$ cat src/rtl/alu_hs_seq_pkg.sv
`default_nettype none
// ============================================================================
// Module   : alu_pkg
// Brief    : Opcode constants and handshake FSM state encoding for alu_hs_seq.
// Revision : 1.0
// ============================================================================
package alu_pkg;

   localparam logic [2:0] OP_ADD = 3'b000;
   localparam logic [2:0] OP_SUB = 3'b001;
   localparam logic [2:0] OP_AND = 3'b010;
   localparam logic [2:0] OP_OR  = 3'b011;
   localparam logic [2:0] OP_XOR = 3'b100;
   localparam logic [2:0] OP_NOT = 3'b101;
   localparam logic [2:0] OP_SHL = 3'b110;
   localparam logic [2:0] OP_MUL = 3'b111;

   typedef enum logic [0:0] {
      ST_IDLE     = 1'b0,
      ST_MUL_BUSY = 1'b1
   } state_t;

endpackage
`default_nettype wire

$ cat src/rtl/alu_hs_seq_if.sv
`default_nettype none
// ============================================================================
// Module   : alu_hs_seq_if
// Brief    : Operand/result handshake bundle between sender, ALU and writeback.
// Revision : 1.0
// ============================================================================
interface alu_hs_seq_if #(
   parameter int WIDTH = 8
);
   logic             in_valid;
   logic             in_ready;
   logic [WIDTH-1:0] a;
   logic [WIDTH-1:0] b;
   logic [2:0]       sel;
   logic             out_valid;
   logic             out_ready;
   logic [WIDTH-1:0] out;
   logic [WIDTH-1:0] hi;
   logic             c;
   logic             z;
   logic             n;
   logic             v;

   modport master (
      output in_valid, a, b, sel, out_ready,
      input  in_ready, out_valid, out, hi, c, z, n, v
   );

   modport slave (
      input  in_valid, a, b, sel, out_ready,
      output in_ready, out_valid, out, hi, c, z, n, v
   );
endinterface
`default_nettype wire

$ cat src/rtl/alu_hs_seq_seq_mul.sv
`default_nettype none
// ============================================================================
// Module   : seq_mul
// Brief    : WIDTH-cycle unsigned shift-add multiplier, double-width product.
// Revision : 1.0
// ============================================================================
module seq_mul #(
   parameter int WIDTH = 8
) (
   input  wire logic               clk,
   input  wire logic               rst,
   input  wire logic               i_start,
   input  wire logic [WIDTH-1:0]   i_a,
   input  wire logic [WIDTH-1:0]   i_b,
   output logic                    o_done,
   output logic [2*WIDTH-1:0]      o_product
);
   localparam int SHW = $clog2(WIDTH);
   localparam logic [SHW-1:0] c_LAST = SHW'(WIDTH - 1);

   logic               r_busy;
   logic [SHW-1:0]     r_cnt;
   logic [2*WIDTH-1:0] r_acc;
   logic [2*WIDTH-1:0] r_mcand;
   logic [WIDTH-1:0]   r_mplier;
   logic [2*WIDTH-1:0] w_acc_next;

   // The product is taken from the adder output so the last step lands in the
   // caller's result registers on the same edge rather than one cycle later.
   assign w_acc_next = r_acc + (r_mplier[0] ? r_mcand : '0);
   assign o_done     = r_busy && (r_cnt == c_LAST);
   assign o_product  = w_acc_next;

   always_ff @(posedge clk) begin
      if (rst) begin
         r_busy   <= 1'b0;
         r_cnt    <= '0;
         r_acc    <= '0;
         r_mcand  <= '0;
         r_mplier <= '0;
      end else if (i_start) begin
         r_busy   <= 1'b1;
         r_cnt    <= '0;
         r_acc    <= '0;
         r_mcand  <= {{WIDTH{1'b0}}, i_a};
         r_mplier <= i_b;
      end else if (r_busy) begin
         r_acc    <= w_acc_next;
         r_mcand  <= r_mcand << 1;
         r_mplier <= r_mplier >> 1;
         if (o_done) begin
            r_busy <= 1'b0;
            r_cnt  <= '0;
         end else begin
            r_cnt  <= r_cnt + 1'b1;
         end
      end
   end
endmodule
`default_nettype wire

$ cat src/rtl/alu_hs_seq.sv
`default_nettype none
// ============================================================================
// Module   : alu_hs_seq
// Brief    : Registered WIDTH-bit ALU with valid/ready handshakes and multi-cycle MUL.
// Revision : 1.0
// ============================================================================
module alu_hs_seq
   import alu_pkg::*;
#(
   parameter int WIDTH = 8
) (
   input  wire logic    clk,
   input  wire logic    rst,
   alu_hs_seq_if.slave  bus
);
   localparam int SHW = $clog2(WIDTH);

   state_t             r_state;
   state_t             w_state_next;
   logic               w_in_ready;
   logic               w_accept;
   logic               w_is_mul;
   logic               w_mul_done;
   logic [2*WIDTH-1:0] w_product;

   logic [WIDTH:0]     w_sum;
   logic [WIDTH:0]     w_diff;
   logic [WIDTH:0]     w_shl;
   logic [SHW-1:0]     w_shamt;
   logic [WIDTH-1:0]   w_res;
   logic               w_c;
   logic               w_v;

   logic               r_out_valid;
   logic [WIDTH-1:0]   r_out;
   logic [WIDTH-1:0]   r_hi;
   logic               r_c, r_z, r_n, r_v;

   assign w_is_mul = (bus.sel == OP_MUL);
   assign w_accept = bus.in_valid && w_in_ready;

   always_comb begin
      w_state_next = r_state;
      w_in_ready   = 1'b0;
      case (r_state)
         ST_IDLE: begin
            w_in_ready = !r_out_valid || bus.out_ready;
            if (w_accept && w_is_mul)
               w_state_next = ST_MUL_BUSY;
         end
         ST_MUL_BUSY: begin
            if (w_mul_done)
               w_state_next = ST_IDLE;
         end
         default: w_state_next = ST_IDLE;
      endcase
   end

   always_ff @(posedge clk) begin
      if (rst) r_state <= ST_IDLE;
      else     r_state <= w_state_next;
   end

   seq_mul #(.WIDTH(WIDTH)) u_mul (
      .clk       (clk),
      .rst       (rst),
      .i_start   (w_accept && w_is_mul),
      .i_a       (bus.a),
      .i_b       (bus.b),
      .o_done    (w_mul_done),
      .o_product (w_product)
   );

   // The extra top bit of the shift result holds the last bit shifted out.
   assign w_sum   = {1'b0, bus.a} + {1'b0, bus.b};
   assign w_diff  = {1'b0, bus.a} - {1'b0, bus.b};
   assign w_shamt = bus.b[SHW-1:0];
   assign w_shl   = {1'b0, bus.a} << w_shamt;

   always_comb begin
      w_res = '0;
      w_c   = 1'b0;
      w_v   = 1'b0;
      case (bus.sel)
         OP_ADD: begin
            w_res = w_sum[WIDTH-1:0];
            w_c   = w_sum[WIDTH];
            w_v   = (bus.a[WIDTH-1] == bus.b[WIDTH-1]) && (w_sum[WIDTH-1] != bus.a[WIDTH-1]);
         end
         OP_SUB: begin
            w_res = w_diff[WIDTH-1:0];
            w_c   = w_diff[WIDTH];
            w_v   = (bus.a[WIDTH-1] != bus.b[WIDTH-1]) && (w_diff[WIDTH-1] != bus.a[WIDTH-1]);
         end
         OP_AND:  w_res = bus.a & bus.b;
         OP_OR:   w_res = bus.a | bus.b;
         OP_XOR:  w_res = bus.a ^ bus.b;
         OP_NOT:  w_res = ~bus.a;
         OP_SHL: begin
            w_res = w_shl[WIDTH-1:0];
            w_c   = w_shl[WIDTH];
         end
         default: ;
      endcase
   end

   always_ff @(posedge clk) begin
      if (rst) begin
         r_out_valid <= 1'b0;
         r_out       <= '0;
         r_hi        <= '0;
         r_c         <= 1'b0;
         r_z         <= 1'b0;
         r_n         <= 1'b0;
         r_v         <= 1'b0;
      end else if (w_accept && !w_is_mul) begin
         r_out_valid <= 1'b1;
         r_out       <= w_res;
         r_hi        <= '0;
         r_c         <= w_c;
         r_z         <= (w_res == '0);
         r_n         <= w_res[WIDTH-1];
         r_v         <= w_v;
      end else if (w_mul_done) begin
         r_out_valid <= 1'b1;
         r_out       <= w_product[WIDTH-1:0];
         r_hi        <= w_product[2*WIDTH-1:WIDTH];
         r_c         <= |w_product[2*WIDTH-1:WIDTH];
         r_z         <= (w_product[WIDTH-1:0] == '0);
         r_n         <= w_product[WIDTH-1];
         r_v         <= 1'b0;
      end else if (bus.out_ready) begin
         r_out_valid <= 1'b0;
      end
   end

   assign bus.in_ready  = w_in_ready;
   assign bus.out_valid = r_out_valid;
   assign bus.out       = r_out;
   assign bus.hi        = r_hi;
   assign bus.c         = r_c;
   assign bus.z         = r_z;
   assign bus.n         = r_n;
   assign bus.v         = r_v;
endmodule
`default_nettype wire
$ cat src/flat_wrapper.sv
// flat-port wrapper written by rule: the top's interface ports become plain ports
module alu_hs_seq_flat import alu_pkg::*;
#(
   parameter int WIDTH = 8
)
  (clk, rst, bus_in_valid, bus_a, bus_b, bus_sel, bus_out_ready, bus_in_ready, bus_out_valid, bus_out, bus_hi, bus_c, bus_z, bus_n, bus_v);
  alu_hs_seq_if #(.WIDTH(WIDTH)) bus_i ();
  input  wire logic clk;
  input  wire logic rst;
  input wire logic [$bits(bus_i.in_valid)-1:0] bus_in_valid;
  input wire logic [$bits(bus_i.a)-1:0] bus_a;
  input wire logic [$bits(bus_i.b)-1:0] bus_b;
  input wire logic [$bits(bus_i.sel)-1:0] bus_sel;
  input wire logic [$bits(bus_i.out_ready)-1:0] bus_out_ready;
  output wire logic [$bits(bus_i.in_ready)-1:0] bus_in_ready;
  output wire logic [$bits(bus_i.out_valid)-1:0] bus_out_valid;
  output wire logic [$bits(bus_i.out)-1:0] bus_out;
  output wire logic [$bits(bus_i.hi)-1:0] bus_hi;
  output wire logic [$bits(bus_i.c)-1:0] bus_c;
  output wire logic [$bits(bus_i.z)-1:0] bus_z;
  output wire logic [$bits(bus_i.n)-1:0] bus_n;
  output wire logic [$bits(bus_i.v)-1:0] bus_v;
  assign bus_i.in_valid = bus_in_valid;
  assign bus_i.a = bus_a;
  assign bus_i.b = bus_b;
  assign bus_i.sel = bus_sel;
  assign bus_i.out_ready = bus_out_ready;
  assign bus_in_ready = bus_i.in_ready;
  assign bus_out_valid = bus_i.out_valid;
  assign bus_out = bus_i.out;
  assign bus_hi = bus_i.hi;
  assign bus_c = bus_i.c;
  assign bus_z = bus_i.z;
  assign bus_n = bus_i.n;
  assign bus_v = bus_i.v;
  alu_hs_seq #(.WIDTH(WIDTH)) u_core (.clk(clk), .rst(rst), .bus(bus_i));
endmodule
$ cat config.mk
export PLATFORM = sky130hd
export DESIGN_NAME = alu_hs_seq_flat
export DESIGN_NICKNAME = d
export VERILOG_FILES = /design/src/rtl/alu_hs_seq_pkg.sv /design/src/rtl/alu_hs_seq_if.sv /design/src/rtl/alu_hs_seq_seq_mul.sv /design/src/rtl/alu_hs_seq.sv /design/src/flat_wrapper.sv
export SDC_FILE = /design/constraint.sdc
export NUM_CORES = 1
export LEC_CHECK = 0
export CAP_MARGIN = 15
export CELL_PAD_IN_SITES_DETAIL_PLACEMENT = 0
export CELL_PAD_IN_SITES_GLOBAL_PLACEMENT = 1
export CORE_UTILIZATION = 39
export CTS_CLUSTER_SIZE = 20
export DETAILED_ROUTE_END_ITERATION = 8
export GPL_TIMING_DRIVEN = 1
export PLACE_DENSITY_LB_ADDON = 0.1
export SYNTH_ARGS = -nofsm -noshare
export SYNTH_HDL_FRONTEND = slang
export SYNTH_SLANG_ARGS = --single-unit
$ cat constraint.sdc
create_clock -name clk -period 2.7 [get_ports clk]
set_input_delay 0.81 -clock clk [delete_from_list [all_inputs] [get_ports clk]]
set_output_delay 0.81 -clock clk [all_outputs]
set_load 0.02 [all_outputs]
Word-level counts from Yosys, hierarchy flattened --
Cells that the tools add are included.
Word-level totals: flip-flop bits (word level) 66, output and inout port bits 22, logic and storage cells 82
Cells by class: add/sub/neg operators 4, equal/unequal tests 12, shift-type cells 1, muxes and demuxes 28, bitwise operators 5, reductions and logical operators 18
Operators by type and width (count):
- case mux 8 bit (7 select lines) | 1
- two-way mux 8 bit | 6
- adder 16 bit | 1
- logical NOT 8 bit | 2
- two-way mux 1 bit | 16
- two-way mux 16 bit | 1
- equality test 3 bit (second input constant) | 5
- adder 8 x 8 -> 9 bit | 1
- left shift 8 x 3 -> 9 bit | 1
- subtractor 8 x 8 -> 9 bit | 1
- bitwise AND 8 bit | 1
- inverter 8 bit | 1
- bitwise OR 8 bit | 1
- OR reduction 8 bit | 1
- bitwise XOR 8 bit | 1
- equality test 3 x 2 -> 1 bit (second input constant) | 2
- logical AND 1 bit | 6
- case mux 1 bit (2 select lines) | 2
- nonzero test 2 bit | 2
- OR reduction 2 bit | 2
- adder 3 x 1 -> 3 bit (second input constant) | 1
- equality test 3 x 1 -> 1 bit (second input constant) | 1
- logical NOT 3 bit | 1
- two-way mux 3 bit | 1
- other kinds (7) | 10

Depth between registers and ports, before layout --
Gate-level depths: netlist of run 1.
depth after elaboration 7, gate-level depth with buffers 11

Cells and area by module --
From an unflattened synthesis of run 1, not the netlist that was laid out.
Unflattened totals: cells, all modules 623, area total of the unflattened synthesis 5038.6 um^2
Modules (own cells, without submodules):
- seq_mul | instances 1, cells an instance 297, area an instance 2553.7 um^2, sequential area each 880.8 um^2
- alu_hs_seq | instances 1, cells an instance 326, area an instance 2484.9 um^2, sequential area each 420.4 um^2

Worst setup path before layout of run 1 --
No wires, ideal clock.
path type input -> register, from input bus_b[1], to register u_core.r_z (netlist: u_core.bus.z), library setup time 0.116 ns, arrival time 2.782 ns, data required time 2.584 ns, setup slack -0.198 ns, stages 11, cell sequence clkbuf_1 -> buf_2 -> inv_1 -> ha_1 -> o21bai_1 -> a2111oi_0 -> o21ai_1 -> xor2_1 -> o221ai_1 -> inv_1 -> a41o_1
Between the ends: word-level cells in the longest chain between the ends 4, elaborated cells on any way between the ends 9
Ends and longest elaborated chain:
- start: declaration | line flat_wrapper.sv:12 | input wire logic [$bits(bus_i.b)-1:0] bus_b;
- subtractor 8 x 8 -> 9 bit (tied with other cells) | line alu_hs_seq.sv:76 | assign w_diff = {1'b0, bus.a} - {1'b0, bus.b};
- case mux 8 bit (7 select lines) (*) | line alu_hs_seq.sv:84 | case (bus.sel)
- logical NOT 8 bit (*) | line alu_hs_seq.sv:121 | r_z <= (w_res == '0);
- two-way mux 1 bit (*) | line alu_hs_seq.sv:116 | end else if (w_accept && !w_is_mul) begin
- end signal: assignment | line alu_hs_seq.sv:121
- end signal: assignment | line alu_hs_seq.sv:129 | r_z <= (w_product[WIDTH-1:0] == '0);
- end: declaration | line alu_hs_seq.sv:37 | logic r_c, r_z, r_n, r_v;
Every way passes the cells marked *; elsewhere a longest branch is shown, timed or not. A chain may end at the register's enable or synchronous reset.

Final worst setup path of run 1 --
from input bus_a[0], to register u_core.r_z (netlist: u_core.bus.z)
Between the ends: word-level cells in the longest chain between the ends 4, elaborated cells on any way between the ends 10
Ends and longest elaborated chain:
- start: declaration | line flat_wrapper.sv:11 | input wire logic [$bits(bus_i.a)-1:0] bus_a;
- subtractor 8 x 8 -> 9 bit (tied with other cells) | line alu_hs_seq.sv:76
- case mux 8 bit (7 select lines) (*) | line alu_hs_seq.sv:84
- logical NOT 8 bit (*) | line alu_hs_seq.sv:121
- two-way mux 1 bit (*) | line alu_hs_seq.sv:116
Marks and branches as above.

==> results of run 1 <==
==> metrics by stage <==
stage | instances | setup WS (ns) | total power [mW] | hold slack, ns
floorplan | 614 | -0.0425 | 1.36 | 0.453
finish | 917 | 0.0762 | 3.08 | 0.451
CTS | 912 | -0.0251 | 3.08 | 0.454
global placement | 894 | -0.697 | 1.66 | 0.441
global route | 917 | -0.0160 | 3.21 | 0.474
detailed placement | 894 | -0.747 | 1.66 | 0.446
==> what timing repair did <==
action                                  4_1_cts  5_1_grt
endpoints found under the setup margin       11       15
pin swaps                                    19       22
buffers inserted                              2        5
cloned                                        0        0
gates resized for setup                      52       32
==> state kept, by name, summed over array words and instances, names as in the netlist <==
register and cells:
u_core.u_mul.r_cnt 3, u_core.bus.out 7, u_core.bus.out_valid 1, u_core.u_mul.r_mcand 16, u_core.u_mul.r_acc 16, u_core.bus.c 1
u_core.r_state 1, u_core.bus.z 1, u_core.bus.n 1, u_core.u_mul.r_busy 1, u_core.bus.hi 8, u_core.bus.v 1
u_core.u_mul.r_mplier 8
==> power by group through the flow <==
stage	logic, mW	clock network, mW	registers [mW]
after floorplan	0.320	0	1.04
after global placement	0.630	0	1.03
after detailed placement	0.633	0	1.03
after CTS	0.666	1.41	1.01
after global routing	0.752	1.45	1.01
final	0.694	1.38	1.01
==> worst register-to-register path, stage by stage (launching register included) <==
cell	delay [ns]
dfxtp_1	0.32
and2_1	0.16
ha_1	0.22
fa_1	0.44
a21oi_2	0.19
o2111ai_2	0.19
a21o_1	0.21
a21oi_1	0.16
xnor2_1	0.14
nor4_1	0.25
a41oi_1	0.14
==> cell usage after synthesis (7+ instances only) <==
| cell | n | area share |
|---|---|---|
| nor2_1 | 81 | 0.062 |
| dfxtp_1 | 65 | 0.27 |
| nand2_1 | 51 | 0.039 |
| a21oi_1 | 49 | 0.050 |
| mux2i_1 | 43 | 0.088 |
| ha_1 | 42 | 0.11 |
| inv_1 | 33 | 0.025 |
| a211oi_1 | 27 | 0.041 |
| clkbuf_1 | 18 | 0.014 |
| and2_1 | 17 | 0.022 |
| o21ai_0 | 17 | 0.017 |
| buf_2 | 12 | 0.012 |
| nand3_1 | 12 | 0.012 |
| xnor2_1 | 12 | 0.022 |
| nor2b_1 | 9 | 0.012 |
| nor3_1 | 9 | 0.0092 |
| xor2_1 | 9 | 0.016 |
| a21o_1 | 7 | 0.011 |
==> cells by family after synthesis <==
family          count (synthesis)  synth area share
compound gates                155             0.214
xor+xnor                       21            0.0376
fa+ha+maj                      45             0.120
buf+inv                        69            0.0584
flops                          65             0.266
mux                            47            0.0996
simple gates                  212             0.204
==> worst paths after layout <==
path / start / endpoint / slack [ns]
worst max register to register: u_core.u_mul.r_mcand[0] / u_core.bus.c / 0.14
worst min-delay path: u_core.bus.hi[2] / u_core.bus.hi[2] / 0.45
worst max-delay path: bus_a[0] / u_core.bus.z / 0.08
worst min register to register: u_core.bus.hi[2] / u_core.bus.hi[2] / 0.45
==> final cells by class <==
cell class	count	area [µm²]
Sequential cell	65	1300
Clock buffer	10	239
Multi-Input combinational cell	480	3510
Fill cell	1218	5300
Tap cell	168	210
Inverter	33	124
Timing Repair Buffer	155	1310
Clock inverter	6	114
==> layer usage <==
| metal | part of all wire | global-route usage |
|---|---|---|
| met4 | 0.012 | 0.0545 |
| met2 | 0.42 | 0.348 |
| met1 | 0.52 | 0.360 |
| met3 | 0.046 | 0.0457 |
| met5 | 0 | 0 |
==> impl_results.md, run 1 <==
- Status: complete, no violations
- Hold_buf cts: 0
- Routability-driven placement congestion ratio: slightly above 0.9
- Post-synth EDFFs: 0
- Slew headroom: 0.715
- N_diodes: 0
- CP Class: primary input to register
- GR Overflow Total: 0
- Final core occ: 0.562
- Cell area after synthesis: 4890 µm²
- Required @ worst endpoint: 2.98 ns
- Synth warnings: 0
- Clk_skew: 0.00608 ns
- Setup crit end kind: register
- Combinational power share: 0.226
- Max-cap violations: 0
- Layout cell share with drive strength beyond 1: 0.243
- Clock Path Buffers: 2
- Commonest non-fill, non-tap cell in the layout: buf_4
- Number of global-route vias before repair: 4561
- TritonCTS Buffers: 9
- Detailed placer's ending HPWL: 11.6 mm
- Critical path's top delay family: compound AO/OA/AOI/OAI gates
- Ys flop type: dfxtp_1
- Total die area: between 10000 and 15000 µm²
- DRT iter0 DRCs: 354
- Layout area overhead: 39.3%
- H-tree levels: 3
- Share of the yosys chip area belonging to registers: 0.266
- CTS Sinks: 65
- Die Y-Extent: between 100 and 150 µm
- Chip width: 114 µm
- RSZ-0062 raised after global routing: true
- Top-Level Pins: between 40 and 50
- Worst-path clk slew: around 0.06 ns
- Switching power share of the total: 0.266
- Initial Util: 0.404
- Peak Freq: 381 MHz
- Clock Power Share: 0.447
- PortBufs: 44
- R2R cell count: 10
- Largest net degree at the start of global routing: 30
- CP Data Arrival Time: about 2.9 ns
- CP bufs+invs: 2
- Post-synth cell types: 64
- Max VDD drop: 0.451 mV
- Pint: 2.26 mW
- Slowest CP cell: a2111oi_4
- Nets: 812
- Crit path largest cell delay: 0.44 ns
- GRT Total Usage: 0.239
- Final hold violation count: 0
- First-pass GRT wire length: 24.0 mm
- Min-Delay Path Class: register to register
- Root buffer cell: clkbuf_16
- Vias: 4956
- Final-report max-slew violation count: 0
- Pre-Repair DR Iteration Count: 5
- Seq pwr share: 0.327
- Placed Instance Area: between 6000 and 7000 µm²
- Wire per inst: 16.3 µm
- Skew-Pair Late Insertion Delay: 0.34 ns
- Post-Route Setup TNS: 0 ns
- Post-synthesis register bit count: 65
- Hold Path Depth: 2
- CP Launch Type: primary input
- Crit-path cells: buf_6, buf_6, ha_4, fa_2, a21o_1, nand4_1, a31oi_1, a31oi_1, xnor2_1, a2111oi_4, a41o_1
- Initial antenna violation count: 0
- Synthesized area per cell: 7.96 µm²
- Fin crit period: between 2 and 3 ns
- Net switching power: 0.819 mW
- Most frequent cells in the layout: 106 x buf_4, 81 x nor2_1, 64 x dfxtp_1
- Synthesized instance count: approximately 600
- Pwr/cell area: around 450 nW/µm²
- Syn_nets: 682
- P_leak: 2.86 nW
- Residual DRC count: 0
- Vias per Instance: 5.40
- Post-DRT Antenna Nets: 0
- Final setup vio count: 0
- Final wirelength: 15.0 mm
- Async S/R FF share, synth: 0
- FP Rows: 40
- CTS tree: done
- Core Footprint: 12100 µm²
- Fin area: 6810 µm²
- Tcrit/Tclk final: 0.972
- Worst path depth: 11
- Slew @ Worst Pin: about 0.42 ns
- Crit-path max FO: 2
Power figures use the tool's default switching activity.
==> run 2, diff against run 1 <==
--- a/config.mk
+++ b/config.mk
@@ -11,2 +11,3 @@
 export CORE_UTILIZATION = 39
+export CTS_CLUSTER_DIAMETER = 150
 export CTS_CLUSTER_SIZE = 20
--- a/constraint.sdc
+++ b/constraint.sdc
@@ -3,2 +3,2 @@
 set_output_delay 0.81 -clock clk [all_outputs]
-set_load 0.02 [all_outputs]
+set_load 0.005 [all_outputs]
==> run 2 against run 1 <==
Flip-flop and latch count is the same. Register-to-register slack about the same. Clock skew barely moved. Wire length is essentially flat. Sequential share of layout area decreased by 0.060 points. Fmax up 0.19%. Worst hold slack lost 0.00072 ns. Non-clock buffer count rose by 1. Critical endpoint unchanged. Largest power group unchanged.
==> impl_results.md, run 2 (synthesis gave the netlist of run 1 again) <==
- FP Rows: 40 (unchanged)
- Placed Instance Area: 6200 µm² (unchanged)
- Die Y-Extent: 114 µm (unchanged)
- Wire per inst: 16.3 µm (-0.20%)
- Required @ worst endpoint: 2.98 ns (about the same)
- Worst slack, placed: -0.747 ns (unchanged)
- Nets: 813 (+0.12%)
- Max VDD drop: 0.452 mV (+0.17%)
- Initial Util: 0.404 (unchanged)
- Top-Level Pins: 45 (unchanged)
- Combinational power share: 0.222 (-0.004)
- Layout area overhead: 39.8%
- Total die area: 13000 µm² (unchanged)
- Switching power share of the total: 0.262 (-0.00457)
- Crit path largest cell delay: 0.43 ns (about the same)
- Clk_skew: 0.00636 ns (+0.000288 ns)
- TritonCTS Buffers: 9 (unchanged)
- Fin crit period: 2.62 ns (-0.00498 ns)
- Largest regs: u_core.u_mul.r_acc (16), u_core.u_mul.r_mcand (16)
- H-tree levels: 3 (unchanged)
- Min-Delay Path Class: register to register
- Worst-path clk slew: 0.06 ns (about the same)
- Pwr/cell area: 448 nW/µm² (-0.79%)
- Final-report max-slew violation count: 0 (unchanged)
- Slowest CP cell: a2111oi_4
- PnR worst setup slack: 0.0812 ns (+0.00498 ns)
- First-pass GRT wire length: 24.0 mm (unchanged)
- Post-DRT Antenna Nets: 0 (unchanged)
- Chip width: 114 µm (unchanged)
- Layout cell share with drive strength beyond 1: 0.247 (+0.00368)
- CTS Sinks: 65 (unchanged)
- Max-cap violations: 0 (unchanged)
- Seq pwr share: 0.329 (+0.002)
- Clock Power Share: 0.449 (+0.002)
- Multi-input gate area: 3520 µm² (+0.29%)
- Skew-Pair Late Insertion Delay: 0.34 ns (about the same)
- RSZ-0062 raised after global routing: true
- Largest net degree at the start of global routing: 30 (unchanged)
- Routability-driven placement congestion ratio: 0.935 (unchanged)
- Vias per Instance: 5.35 (-1.0%)
- Setup crit end kind: register
- Final setup vio count: 0 (unchanged)
- CTS tree: done
- Root buffer cell: clkbuf_16
- Placed cell count: 894 (unchanged)
- Detailed placer's ending HPWL: 11.6 mm (unchanged)
- Pwr Total: 3.06 mW (-0.48%)
- Number of filler cells placed in the layout: 1208 (-0.82%)
- P_leak: 2.87 nW (+0.24%)
- Final hold violation count: 0 (unchanged)
- Number of global-route vias before repair: 4568 (+0.15%)
- CP Data Arrival Time: 2.90 ns (about the same)
- GR Overflow Total: 0 (unchanged)
- Fin area: 6830 µm² (+0.31%)
- N_diodes: 0 (unchanged)
- Net switching power: 0.802 mW (-2.2%)
- Status: complete, no violations
- Slew headroom: 0.711 (-0.00399)
- Initial antenna violation count: 0 (unchanged)
- Pre-Repair DR Iteration Count: 5 (unchanged)
- CP Launch Type: primary input
- Tcrit/Tclk final: 0.970 (-0.00185)
- GRT Total Usage: 0.239 (about the same)
- Crit-path max FO: 2 (unchanged)
- PortBufs: 44 (unchanged)
- Post-Layout Cell Count: 918 (+0.11%)
- Reg area: 1300 µm² (unchanged)
- Final wirelength: 14.9 mm (about the same)
- Core Footprint: 12100 µm² (unchanged)
- Slew @ Worst Pin: 0.423 ns (+0.00583 ns)
- Worst Hold Margin: 0.450 ns (-0.000718 ns)
- Crit-path cells: buf_6, buf_6, ha_4, fa_2, a21o_1, nand4_1, a31oi_1, a31oi_1, xnor2_1, a2111oi_4, a41o_1
- Most frequent cells in the layout: 107 x buf_4, 81 x nor2_1, 64 x dfxtp_1
- Pint: 2.26 mW (+0.14%)
- Vias: 4912 (-0.89%)
- CP Class: primary input to register
- Hold_buf cts: 0 (unchanged)
- Peak Freq: 382 MHz (+0.19%)
- Clock Path Buffers: 2 (unchanged)
- Commonest non-fill, non-tap cell in the layout: buf_4
- Residual DRC count: 0 (unchanged)
- DRT iter0 DRCs: 380 (+7.3%)
run 2: repair_timing:
item	4_1_cts	5_1_grt
pin swaps	21	25
endpoints found under the setup margin	11	14
resized for setup	53	31
setup buffers	1	7
run 2: path summary, 6_finish.rpt:
check	from	end	slack (ns)	cells after the start
hold reg to reg	u_core.bus.hi[2]	u_core.bus.hi[2]	0.45	2
setup reg to reg	u_core.u_mul.r_mcand[0]	u_core.bus.hi[0]	0.15	11
hold / removal	u_core.bus.hi[2]	u_core.bus.hi[2]	0.45	2
setup / recovery	bus_a[0]	u_core.bus.z	0.08	11
run 2: metal layers:
layer  vias to the layer above  share of wire  GRT usage
li1                       2453              -          -
met1                      2357           0.52      0.359
met2                        91           0.43      0.349
met3                        11          0.046     0.0457
met4                         0         0.0092     0.0545
met5                         -              0          0
run 2: area by class of cell:
class / count / share of cell area
tap: 168 / 0.0308
clock inverter: 6 / 0.0167
timing repair buffer: 156 / 0.193
inverter: 33 / 0.0181
clock buffer: 10 / 0.0350
multi-input combinational: 480 / 0.516
sequential: 65 / 0.191
run 2: worst max-delay path, delay by kind of cell:
family          cells  cell delay (ns)
xor+xnor            1             0.13
fa+ha+maj           2             0.53
buf+inv             2             0.21
simple gates        1             0.12
compound gates      5             1.11
run 2: power by group through the flow:
stage          clock network (mW)  registers (mW)  logic (mW)
2_1_floorplan                   0            1.02       0.317
3_3_place_gp                    0            1.03       0.610
3_5_place_dp                    0            1.03       0.613
4_1_cts                      1.41            1.01       0.646
5_1_grt                      1.45            1.01       0.739
6_report                     1.38            1.01       0.680
run 2: metrics by stage:
stage / utilization / setup TNS (ns)
floorplan: - / -0.0425
global placement: 0.512 / -6.18
detailed placement: 0.512 / -6.42
CTS: 0.552 / -0.0141
global route: 0.564 / -0.0329
finish: 0.564 / 0
